$ cat src/rtl/lab2_proc_muldiv_pkg.sv
// lab2_proc_muldiv_pkg: shared definitions for the iterative multiply/divide unit.
// Contents: fn encodings (MULDIV_*) and the control FSM state type.
// Optional feature macro used by the unit: LAB2_PROC_MULDIV_EARLY_OUT_EN.
package lab2_proc_muldiv_pkg;

  localparam logic [2:0] MULDIV_MUL  = 3'd0;
  localparam logic [2:0] MULDIV_DIV  = 3'd1;
  localparam logic [2:0] MULDIV_DIVU = 3'd2;
  localparam logic [2:0] MULDIV_REM  = 3'd3;
  localparam logic [2:0] MULDIV_REMU = 3'd4;

  typedef enum logic [1:0] {
    IDLE = 2'd0,
    CALC = 2'd1,
    DONE = 2'd2
  } muldiv_state_t;

endpackage

$ cat src/rtl/lab2_proc_muldiv_dpath.sv
// lab2_proc_muldiv_dpath: operand/accumulator registers, shift-add multiply step,
//   restoring divide step, sign correction and special-case result selection.
// Latency: one iteration per step_i cycle; result register updated on ld_i&spec_i or fin_i.
// Backpressure: none internally; res_o holds until the next load/finish.
// Ports: clk, reset (async active-high); ld_i/spec_i/step_i/fin_i from control;
//   fn_i, a_i, b_i request fields; res_o result; mul_zero_o (only with
//   LAB2_PROC_MULDIV_EARLY_OUT_EN) flags a MUL whose remaining multiplier is 0.
module lab2_proc_muldiv_dpath
  import lab2_proc_muldiv_pkg::*;
#(
  parameter int p_nbits = 32
) (
  input  logic               clk,
  input  logic               reset,
  input  logic               ld_i,
  input  logic               spec_i,
  input  logic               step_i,
  input  logic               fin_i,
  input  logic [2:0]         fn_i,
  input  logic [p_nbits-1:0] a_i,
  input  logic [p_nbits-1:0] b_i,
`ifdef LAB2_PROC_MULDIV_EARLY_OUT_EN
  output logic               mul_zero_o,
`endif
  output logic [p_nbits-1:0] res_o
);

  localparam int N = p_nbits;

  // a_q: multiplicand (MUL) or dividend shifting into quotient (divide).
  // b_q: multiplier (MUL) or divisor magnitude (divide).
  // acc_q: product accumulator (MUL) or partial remainder (divide).
  logic [N-1:0] a_q, a_d;
  logic [N-1:0] b_q, b_d;
  logic [N:0]   acc_q, acc_d;
  logic [N-1:0] res_q;
  logic [2:0]   fn_q;
  logic         qneg_q, rneg_q;

  logic         signed_op, b_zero;
  logic [N-1:0] a_abs, b_abs, spec_res, fin_res, quo, rem;
  logic [N:0]   trial, diff;
  logic         ge;

  // Accept-time operand preparation and special-case result.
  always_comb begin
    signed_op = (fn_i == MULDIV_DIV) || (fn_i == MULDIV_REM);
    b_zero    = (b_i == '0);
    a_abs     = (signed_op && a_i[N-1]) ? -a_i : a_i;
    b_abs     = (signed_op && b_i[N-1]) ? -b_i : b_i;
    // For signed DIV/REM a special case with b != 0 can only be overflow.
    case (fn_i)
      MULDIV_DIV:  spec_res = b_zero ? '1 : a_i;
      MULDIV_DIVU: spec_res = '1;
      MULDIV_REM:  spec_res = b_zero ? a_i : '0;
      MULDIV_REMU: spec_res = a_i;
      default:     spec_res = '0;
    endcase
  end

  // One iteration of the selected algorithm.
  always_comb begin
    a_d   = a_q;
    b_d   = b_q;
    acc_d = acc_q;
    trial = {acc_q[N-1:0], a_q[N-1]};
    diff  = trial - {1'b0, b_q};
    ge    = ~diff[N];  // trial >= divisor: no borrow out of the top bit
    if (fn_q == MULDIV_MUL) begin
      acc_d = acc_q + {1'b0, a_q & {N{b_q[0]}}};
      a_d   = a_q << 1;
      b_d   = b_q >> 1;
    end else begin
      acc_d = ge ? diff : trial;
      a_d   = {a_q[N-2:0], ge};
    end
  end

  // Final result is taken from the last iteration's next-state values.
  always_comb begin
    quo = qneg_q ? -a_d : a_d;
    rem = rneg_q ? -acc_d[N-1:0] : acc_d[N-1:0];
    case (fn_q)
      MULDIV_MUL:              fin_res = acc_d[N-1:0];
      MULDIV_DIV, MULDIV_DIVU: fin_res = quo;
      default:                 fin_res = rem;
    endcase
  end

  always_ff @(posedge clk or posedge reset) begin
    if (reset) begin
      a_q    <= '0;
      b_q    <= '0;
      acc_q  <= '0;
      res_q  <= '0;
      fn_q   <= '0;
      qneg_q <= 1'b0;
      rneg_q <= 1'b0;
    end else if (ld_i) begin
      fn_q   <= fn_i;
      qneg_q <= signed_op && (a_i[N-1] ^ b_i[N-1]);
      rneg_q <= signed_op && a_i[N-1];
      a_q    <= a_abs;
      b_q    <= b_abs;
      acc_q  <= '0;
      if (spec_i) res_q <= spec_res;
    end else if (step_i) begin
      a_q   <= a_d;
      b_q   <= b_d;
      acc_q <= acc_d;
      if (fin_i) res_q <= fin_res;
    end
  end

`ifdef LAB2_PROC_MULDIV_EARLY_OUT_EN
  assign mul_zero_o = (fn_q == MULDIV_MUL) && (b_d == '0);
`endif

  assign res_o = res_q;

endmodule

$ cat src/rtl/lab2_proc_muldiv_unit.sv
// lab2_proc_muldiv_unit: iterative MUL/DIV/DIVU/REM/REMU unit with kill, val/rdy both sides.
// Latency: p_nbits+1 cycles accept-to-valid (1 for special cases; MUL may finish early
//   when LAB2_PROC_MULDIV_EARLY_OUT_EN is defined). Backpressure: result held in DONE
//   until ostream_rdy; istream_rdy only in IDLE without kill. No overlap between ops.
// Ports: clk, reset (async active-high), kill; istream_{val,rdy,fn,a,b}; ostream_{val,rdy,msg}.
module lab2_proc_muldiv_unit
  import lab2_proc_muldiv_pkg::*;
#(
  parameter int p_nbits = 32
) (
  input  logic               clk,
  input  logic               reset,
  input  logic               kill,
  input  logic               istream_val,
  output logic               istream_rdy,
  input  logic [2:0]         istream_fn,
  input  logic [p_nbits-1:0] istream_a,
  input  logic [p_nbits-1:0] istream_b,
  output logic               ostream_val,
  input  logic               ostream_rdy,
  output logic [p_nbits-1:0] ostream_msg
);

  localparam int             CW       = $clog2(p_nbits) + 1;
  localparam logic [CW-1:0]  CNT_INIT = CW'(p_nbits);
  localparam logic [CW-1:0]  CNT_ONE  = CW'(1);

  muldiv_state_t state_q;
  logic [CW-1:0] cnt_q;
  logic          val_q;

  logic accept, spec, step, last, fin;
  logic b_zero, a_min, b_ones, reserved, signed_div, mul_zero;

  // Handshake outputs depend on state and kill only.
  assign istream_rdy = (state_q == IDLE) && !kill && !reset;
  assign accept      = istream_val && istream_rdy;

  always_comb begin
    b_zero     = (istream_b == '0);
    a_min      = (istream_a == {1'b1, {(p_nbits-1){1'b0}}});
    b_ones     = (istream_b == '1);
    reserved   = (istream_fn > MULDIV_REMU);
    signed_div = (istream_fn == MULDIV_DIV) || (istream_fn == MULDIV_REM);
    spec       = reserved
               || ((istream_fn != MULDIV_MUL) && b_zero)
               || (signed_div && a_min && b_ones);
`ifdef LAB2_PROC_MULDIV_EARLY_OUT_EN
    spec       = spec || ((istream_fn == MULDIV_MUL) && b_zero);
`endif
  end

  assign step = (state_q == CALC) && !kill;
  assign last = (cnt_q == CNT_ONE) || mul_zero;
  assign fin  = step && last;

  always_ff @(posedge clk or posedge reset) begin
    if (reset) begin
      state_q <= IDLE;
      cnt_q   <= '0;
      val_q   <= 1'b0;
    end else if (kill) begin
      state_q <= IDLE;
      cnt_q   <= '0;
      val_q   <= 1'b0;
    end else begin
      case (state_q)
        IDLE: if (accept) begin
          if (spec) begin
            state_q <= DONE;
            val_q   <= 1'b1;
          end else begin
            state_q <= CALC;
            cnt_q   <= CNT_INIT;
          end
        end
        CALC: begin
          cnt_q <= cnt_q - CNT_ONE;
          if (last) begin
            state_q <= DONE;
            val_q   <= 1'b1;
            cnt_q   <= '0;
          end
        end
        DONE: if (ostream_rdy) begin
          state_q <= IDLE;
          val_q   <= 1'b0;
        end
        default: begin
          state_q <= IDLE;
          val_q   <= 1'b0;
        end
      endcase
    end
  end

  assign ostream_val = val_q;

  lab2_proc_muldiv_dpath #(.p_nbits(p_nbits)) u_dpath (
    .clk        (clk),
    .reset      (reset),
    .ld_i       (accept),
    .spec_i     (spec),
    .step_i     (step),
    .fin_i      (fin),
    .fn_i       (istream_fn),
    .a_i        (istream_a),
    .b_i        (istream_b),
`ifdef LAB2_PROC_MULDIV_EARLY_OUT_EN
    .mul_zero_o (mul_zero),
`endif
    .res_o      (ostream_msg)
  );

`ifndef LAB2_PROC_MULDIV_EARLY_OUT_EN
  assign mul_zero = 1'b0;
`endif

endmodule

$ cat config.mk
export PLATFORM = sky130hd
export DESIGN_NAME = lab2_proc_muldiv_unit
export DESIGN_NICKNAME = d
export VERILOG_FILES = /design/src/rtl/lab2_proc_muldiv_pkg.sv /design/src/rtl/lab2_proc_muldiv_dpath.sv /design/src/rtl/lab2_proc_muldiv_unit.sv
export SDC_FILE = /design/constraint.sdc
export NUM_CORES = 1
export LEC_CHECK = 0
export BUFFER_PORTS_ARGS = -buffer_cell sky130_fd_sc_hd__buf_2
export CAP_MARGIN = 0
export CORE_MARGIN = 1
export CORE_UTILIZATION = 50
export DETAILED_ROUTE_END_ITERATION = 10
export PLACE_DENSITY = 0.69
export SETUP_SLACK_MARGIN = 0.5
export SKIP_LAST_GASP = 1
export SYNTH_ARGS = -nofsm -noshare
export SYNTH_HDL_FRONTEND = slang
export SYNTH_SLANG_ARGS = --single-unit
$ cat constraint.sdc
create_clock -name clk -period 10.5 [get_ports clk]
set_clock_uncertainty 0.2 [all_clocks]
set_input_delay 1.05 -clock clk [delete_from_list [all_inputs] [get_ports clk]]
set_output_delay 1.05 -clock clk [all_outputs]
set_load 0.1 [all_outputs]
==> results of run 1 <==
==> cell type report <==
type | instances | share of cell area (%)
Tap cell | 378 | 3.01
Clock inverter | 13 | 0.901
Sequential cell | 142 | 22.6
Clock buffer | 19 | 2.76
Inverter | 64 | 1.56
Timing Repair Buffer | 124 | 4.26
Multi-Input combinational cell | 1601 | 64.9
==> routing by layer <==
metal	part of all wire, %	vias to the layer above	track usage, %
met5	0	-	0
met4	4.7	0	16.1
met3	5.9	133	4.76
met2	46	636	56.8
met1	44	7433	46.7
li1	-	7138	-
==> final timing paths <==
kind	start	slack (ns)	cells after the start	endpoint
max in group asynchronous	reset	8.13	3	u_dpath.acc_q[2]
setup reg to reg	u_dpath.b_q[0]	3.73	16	u_dpath.res_o[31]
setup / recovery	u_dpath.b_q[0]	3.73	16	u_dpath.res_o[31]
min in group asynchronous	reset	0.55	2	state_q[1]
hold reg to reg	cnt_q[4]	0.29	1	cnt_q[4]
hold / removal	cnt_q[4]	0.29	1	cnt_q[4]
==> cell families after synthesis <==
logic type               Yosys count  synth area share [%]
AND/OR/NAND/NOR                  678                  22.9
AO/OA/AOI/OAI                    665                  29.4
buffers and inverters            185                  5.00
XOR/XNOR                         152                  9.24
flip-flops                       142                  24.7
adder cells (fa/ha/maj)           74                  6.51
multiplexers                      32                  2.31
==> per-stage QoR <==
step | power, W | worst slack [ns] | std cells | utilization (%) | area, um^2
2_1_floorplan | 0.00371 | 3.91 | 1928 | - | 14400
3_3_place_gp | 0.00462 | 4.08 | 2309 | 53.8 | 15100
3_5_place_dp | 0.00466 | 3.89 | 2309 | 53.8 | 15100
4_1_cts | 0.00531 | 3.85 | 2341 | 55.9 | 15700
5_1_grt | 0.00572 | 3.37 | 2341 | 55.9 | 15700
6_report | 0.00538 | 3.73 | 2341 | 55.9 | 15700
==> power groups by stage <==
stage | Sequential [W] | Combinational (W) | Clock, W
2_1_floorplan | 0.00134 | 0.00237 | 0
3_3_place_gp | 0.00103 | 0.00359 | 0
3_5_place_dp | 0.00104 | 0.00362 | 0
4_1_cts | 0.00103 | 0.00365 | 0.000630
5_1_grt | 0.00106 | 0.00401 | 0.000653
6_report | 0.00104 | 0.00372 | 0.000627
==> registers in the layout, summed over array words and instances, names as in the netlist <==
signal and cells:
ostream_val 1, u_dpath.res_o 32, u_dpath.fn_q 3, u_dpath.qneg_q 1, u_dpath.a_q 32, u_dpath.b_q 32
cnt_q 6, u_dpath.rneg_q 1, state_q 2, u_dpath.acc_q 32
==> critical path, stage by stage (launching register included) <==
cell	delay [ns]
dfrtp_1	0.33
buf_4	0.31
ha_1	0.22
inv_1	0.06
fa_1	0.43
a211oi_2	0.22
o211ai_1	0.13
a21oi_1	0.56
a2bb2oi_2	0.29
o211a_1	0.92
mux2i_1	0.34
o2111ai_1	0.25
or4_1	0.75
or3_1	0.58
or4b_4	0.59
a2111o_1	0.42
nand2_1	0.07
==> layout by cell type, fill, tap and decap left out, types with 14 or more instances in the layout <==
cell	instances
xor2_1	74
nand3_1	70
o41ai_1	20
a22oi_1	32
a31oi_1	43
xnor2_1	78
inv_1	63
dfrtp_1	142
nor3_1	29
buf_4	19
o31ai_1	30
a21o_1	26
and2_1	51
a21oi_1	151
nand2_1	223
nand4_1	26
buf_2	105
or3_1	18
or4_1	14
clkbuf_16	17
nor4_1	21
o21a_1	19
ha_1	71
and3_1	14
nand2b_1	15
a211oi_1	18
o21ai_0	201
o221ai_1	16
mux2i_1	22
nor2_1	142
==> metrics.md, run 1 <==
| Metric | Value |
|---|---|
| Final HPWL DP | 38200 um |
| Comb power frac | 69.1% |
| Critical Path Source Type | register |
| Fraction of registers with async set/reset | 100% |
| Fillers | 2813 |
| Reg clk slew, reported paths | 0.07 ns |
| Post-synth top area share | 24.7% |
| Seq pwr share | 19.3% |
| Fmax | 0.148 GHz |
| Power density over the cells | 343 nW/um^2 |
| Final Critical Period | 6.77 ns |
| Min-Delay Path Class | register to register |
| Multi-input logic area | 10200 um^2 |
| CP Class | register to register |
| Pin count of the biggest net entering global routing | 84 |
| CTS Sinks | 142 |
| RSZ-0062 raised after global routing | no |
| Register area | 3550 um^2 |
| Post-Synthesis Cells | 1928 |
| First-pass GRT wire length | 79600 um |
| Synth Area per Inst | 7.48 um^2 |
| Routed wire length per instance | 21.8 um |
| Cell with the most instances after synthesis | nand2_1 |
| Setup Viol. Count Final | 0 |
| Max-Cap Viols | 0 |
| Initial DRC count | 1556 |
| Layout area overhead | 8.90% |
| Hold Slack | 0.286 ns |
| CTS hold repair buffers | 0 |
| CTS Root Buffer Type | clkbuf_16 |
| Total GRT Usage | 35.2% |
| Post-route DRC | 0 |
| Top cells by area, synth | dfrtp_1, o21ai_0, ha_1 |
| Register area share after synthesis | 24.7% |
| Initial antenna violation count | 0 |
| Drt pass-1 iters | 6 |
| Slew Viols, Final | 0 |
| Slew HR | 25.7% |
| Syn_nets | 2073 |
| Post-synth top area cell | dfrtp_1 |
| Number of diodes | 0 |
| CP Data Required Time | 10.67 ns |
| Clock share of power | 11.6% |
| Leakage | 6.64 nW |
| Die Area | 29500 um^2 |
| CTS buffer count | 17 |
| Outcome | finished, final reports clean |
| Chip Width | 172 um |
| Setup_tns | 0 ns |
| Layout cells sized above 1 | 9.73% |
| Post-cts sizing count | 0 |
| Number of H-tree levels | 4 |
| FF+latch count, synth | 142 |
| Fin crit share | 64.5% |
| Crit-path max FO | 34 |
| Post-synth EDFFs | 0 |
| Cell Int Power | 0.00232 W |
| NetSw | 0.00306 W |
| Grt ovf | 0 |
| Total number of vias | 15340 |
| Post-route ant nets | 0 |
| Number of port buffers | 105 |
| Clock Latency Late Sink | 0.44 ns |
| CP Data Arrival Time | 6.94 ns |
| TritonCTS clock tree | yes |
| Post-Syn Area | 14400 um^2 |
| Setup repair bufs after CTS | 0 |
| Final-report hold violation count | 0 |
| CTS max path bufs | 2 |
| Worst setup EP type | register |
| Number of global-route vias before repair | 14322 |
| Prevailing post-synth register cell | dfrtp_1 |
| Cell Rows | 61 |
| Most frequent cells after synthesis | nand2_1, o21ai_0, a21oi_1, nor2_1, dfrtp_1 |
| IO Count | 106 |
| Final nets | 2095 |
| Worst VDD drop | 0.000312 V |
| Sw frac | 56.9% |
| Slew @ Worst Pin | 1.09 ns |
| GPL Wtd Cong | 1.01 |
| Vias per inst | 6.55 |
| Total routed wirelength | 51000 um |
| Post-synth cell types | 85 |
| Die height | 172 um |
| Initial core utilization | 51.3% |
| Syn. warnings | 0 |
| Core area | 28100 um^2 |
(Power assumes the default switching activity.)
==> run 2: changes to the inputs <==
- clock period: 10.5 -> 6.9 ns (I/O delays scaled with it)
==> metrics.md, run 2 (synthesis gave the netlist of run 1 again) <==
| Metric | Value |
|---|---|
| GPL Wtd Cong | 0.950 |
| Post-cts sizing count | 0 |
| CP Class | register to register |
| First-pass GRT wire length | 81800 um |
| Initial antenna violation count | 1 |
| Routed wire length per instance | 22.7 um |
| Setup repair bufs after CTS | 0 |
| Most frequent cells in the layout | nand2_1, o21ai_0, a21oi_1 |
| Most common cell on crit path | inv_1 |
| Worst VDD drop | 0.000323 V |
| Crit-path max FO | 24 |
| Slew Viols, Final | 0 |
| Pin count of the biggest net entering global routing | 85 |
| Final nets | 2100 |
| CTS Root Buffer Type | clkbuf_16 |
| CP Data Required Time | 7.08 ns |
| Cell Rows | 61 |
| CTS buffer count | 17 |
| Final HPWL DP | 39400 um |
| Power density over the cells | 530 nW/um^2 |
| Clock Latency Late Sink | 0.45 ns |
| CTS hold repair buffers | 0 |
| CP peak stage delay | 0.77 ns |
| Total number of vias | 15344 |
| Final-report hold violation count | 0 |
| Max-Cap Viols | 0 |
| Final core utilization | 56.2% |
| Worst setup EP type | register |
| Die Area | 29500 um^2 |
| Initial core utilization | 51.3% |
| Most common cell after layout, fill and taps aside | nand2_1 |
| Total GRT Usage | 36.4% |
| Number of global-route vias before repair | 14529 |
| Setup Viol. Count Final | 0 |
| TritonCTS clock tree | yes |
| Grt ovf | 0 |
| IO Count | 106 |
| Outcome | finished, final reports clean |
| Number of port buffers | 105 |
| CP Data Arrival Time | 6.12 ns |
| Chip Width | 172 um |
| Final Critical Period | 5.94 ns |
| Slew HR | 22.3% |
| Setup_tns | 0 ns |
| Leakage | 6.71 nW |
| Min-Delay Path Class | primary input to asynchronous set/reset pin |
| Core area | 28100 um^2 |
| Most Crowded Layer GR | met2 |
| Total routed wirelength | 53100 um |
| Fmax | 0.168 GHz |
| Crit-path cells | inv_1 -> ha_1 -> inv_1 -> fa_1 -> a211oi_2 -> o211ai_1 -> a21oi_2 -> a2bb2oi_2 -> o211a_1 -> buf_4 -> mux2i_1 -> o2111ai_1 -> or4_1 -> or3_1 -> or4b_4 -> a2111o_1 -> nand2_1 |
| CP Buf/Inv Count | 3 |
| RSZ-0062 raised after global routing | no |
| GR Layer Usage met2 | 57.4% |
| Number of H-tree levels | 4 |
| Die height | 172 um |
| CTS Sinks | 142 |
| CTS max path bufs | 2 |
| Layout area overhead | 9.52% |
| Critical path's top delay family | simple AND/OR/NAND/NOR gates |
| Drt pass-1 iters | 9 |
| Layout cells sized above 1 | 10.1% |
| CP max stage cell | or4_1 |
| Vias per inst | 6.54 |
| Fillers | 2813 |
| Slew @ Worst Pin | 1.16 ns |
| Initial DRC count | 1648 |
| Fin crit share | 86.0% |
| GR Util met3 | 4.58% |
| Grt met1 use | 48.6% |
| Post-route DRC | 0 |
| Post-route ant nets | 0 |
| Critical Path Source Type | register |
| Reg clk slew, reported paths | 0.06 ns |
-- run 2: per-stage QoR --
step           instance area [um^2]  std cells  hold slack [ns]  worst slack, ns  total power, W
2_1_floorplan                 14400       1928            0.255            0.667         0.00565
3_3_place_gp                  15200       2314            0.261             1.06         0.00710
3_5_place_dp                  15200       2314            0.273            0.909         0.00716
4_1_cts                       15800       2345            0.238            0.893         0.00823
5_1_grt                       15800       2345            0.261            0.683         0.00884
6_report                      15800       2346            0.207            0.963         0.00836
-- run 2: worst paths after layout --
| check | start | to | slack, ns | cells after the start |
|---|---|---|---|---|
| hold / removal | reset | state_q[1] | 0.21 | 2 |
| setup / recovery | u_dpath.a_q[31] | u_dpath.res_o[31] | 0.96 | 17 |
| max in group asynchronous | reset | u_dpath.b_q[1] | 4.85 | 3 |
| setup reg to reg | u_dpath.a_q[31] | u_dpath.res_o[31] | 0.96 | 17 |
| hold reg to reg | ostream_val | ostream_val | 0.29 | 2 |
| min in group clk | ostream_rdy | state_q[1] | 0.25 | 2 |
-- run 2: cell type report --
| cell class | count | area [um^2] | area share (%) |
|---|---|---|---|
| Antenna cell | 1 | 2.50 | 0.0159 |
| Clock buffer | 19 | 453 | 2.87 |
| Clock inverter | 12 | 168 | 1.06 |
| Inverter | 64 | 245 | 1.55 |
| Multi-Input combinational cell | 1601 | 10200 | 64.5 |
| Sequential cell | 142 | 3550 | 22.5 |
| Tap cell | 378 | 473 | 3.00 |
| Timing Repair Buffer | 129 | 706 | 4.47 |
-- run 2: worst reg2reg max path: stages (launching register included) --
cell and delay, ns:
dfrtp_1 0.41, inv_1 0.10, ha_1 0.18, inv_1 0.06, fa_1 0.43, a211oi_2 0.23, o211ai_1 0.14, a21oi_2 0.39
a2bb2oi_2 0.27, o211a_1 0.18, buf_4 0.33, mux2i_1 0.29, o2111ai_1 0.24, or4_1 0.77, or3_1 0.57, or4b_4 0.59
a2111o_1 0.42, nand2_1 0.07
-- run 2: power by group --
| group | switching [W] | total [W] | internal (W) |
|---|---|---|---|
| combinational | 0.00388 | 0.00576 | 0.00188 |
| sequential | 0.000423 | 0.00157 | 0.00115 |
| clock | 0.000409 | 0.00103 | 0.000619 |
| total | 0.00472 | 0.00836 | 0.00365 |
-- run 2: per-layer routing --
layer | share of wire (%) | up-vias
met5 | 0 | -
met2 | 45 | 673
met4 | 5.2 | 0
met3 | 6.1 | 140
met1 | 44 | 7386
li1 | - | 7145
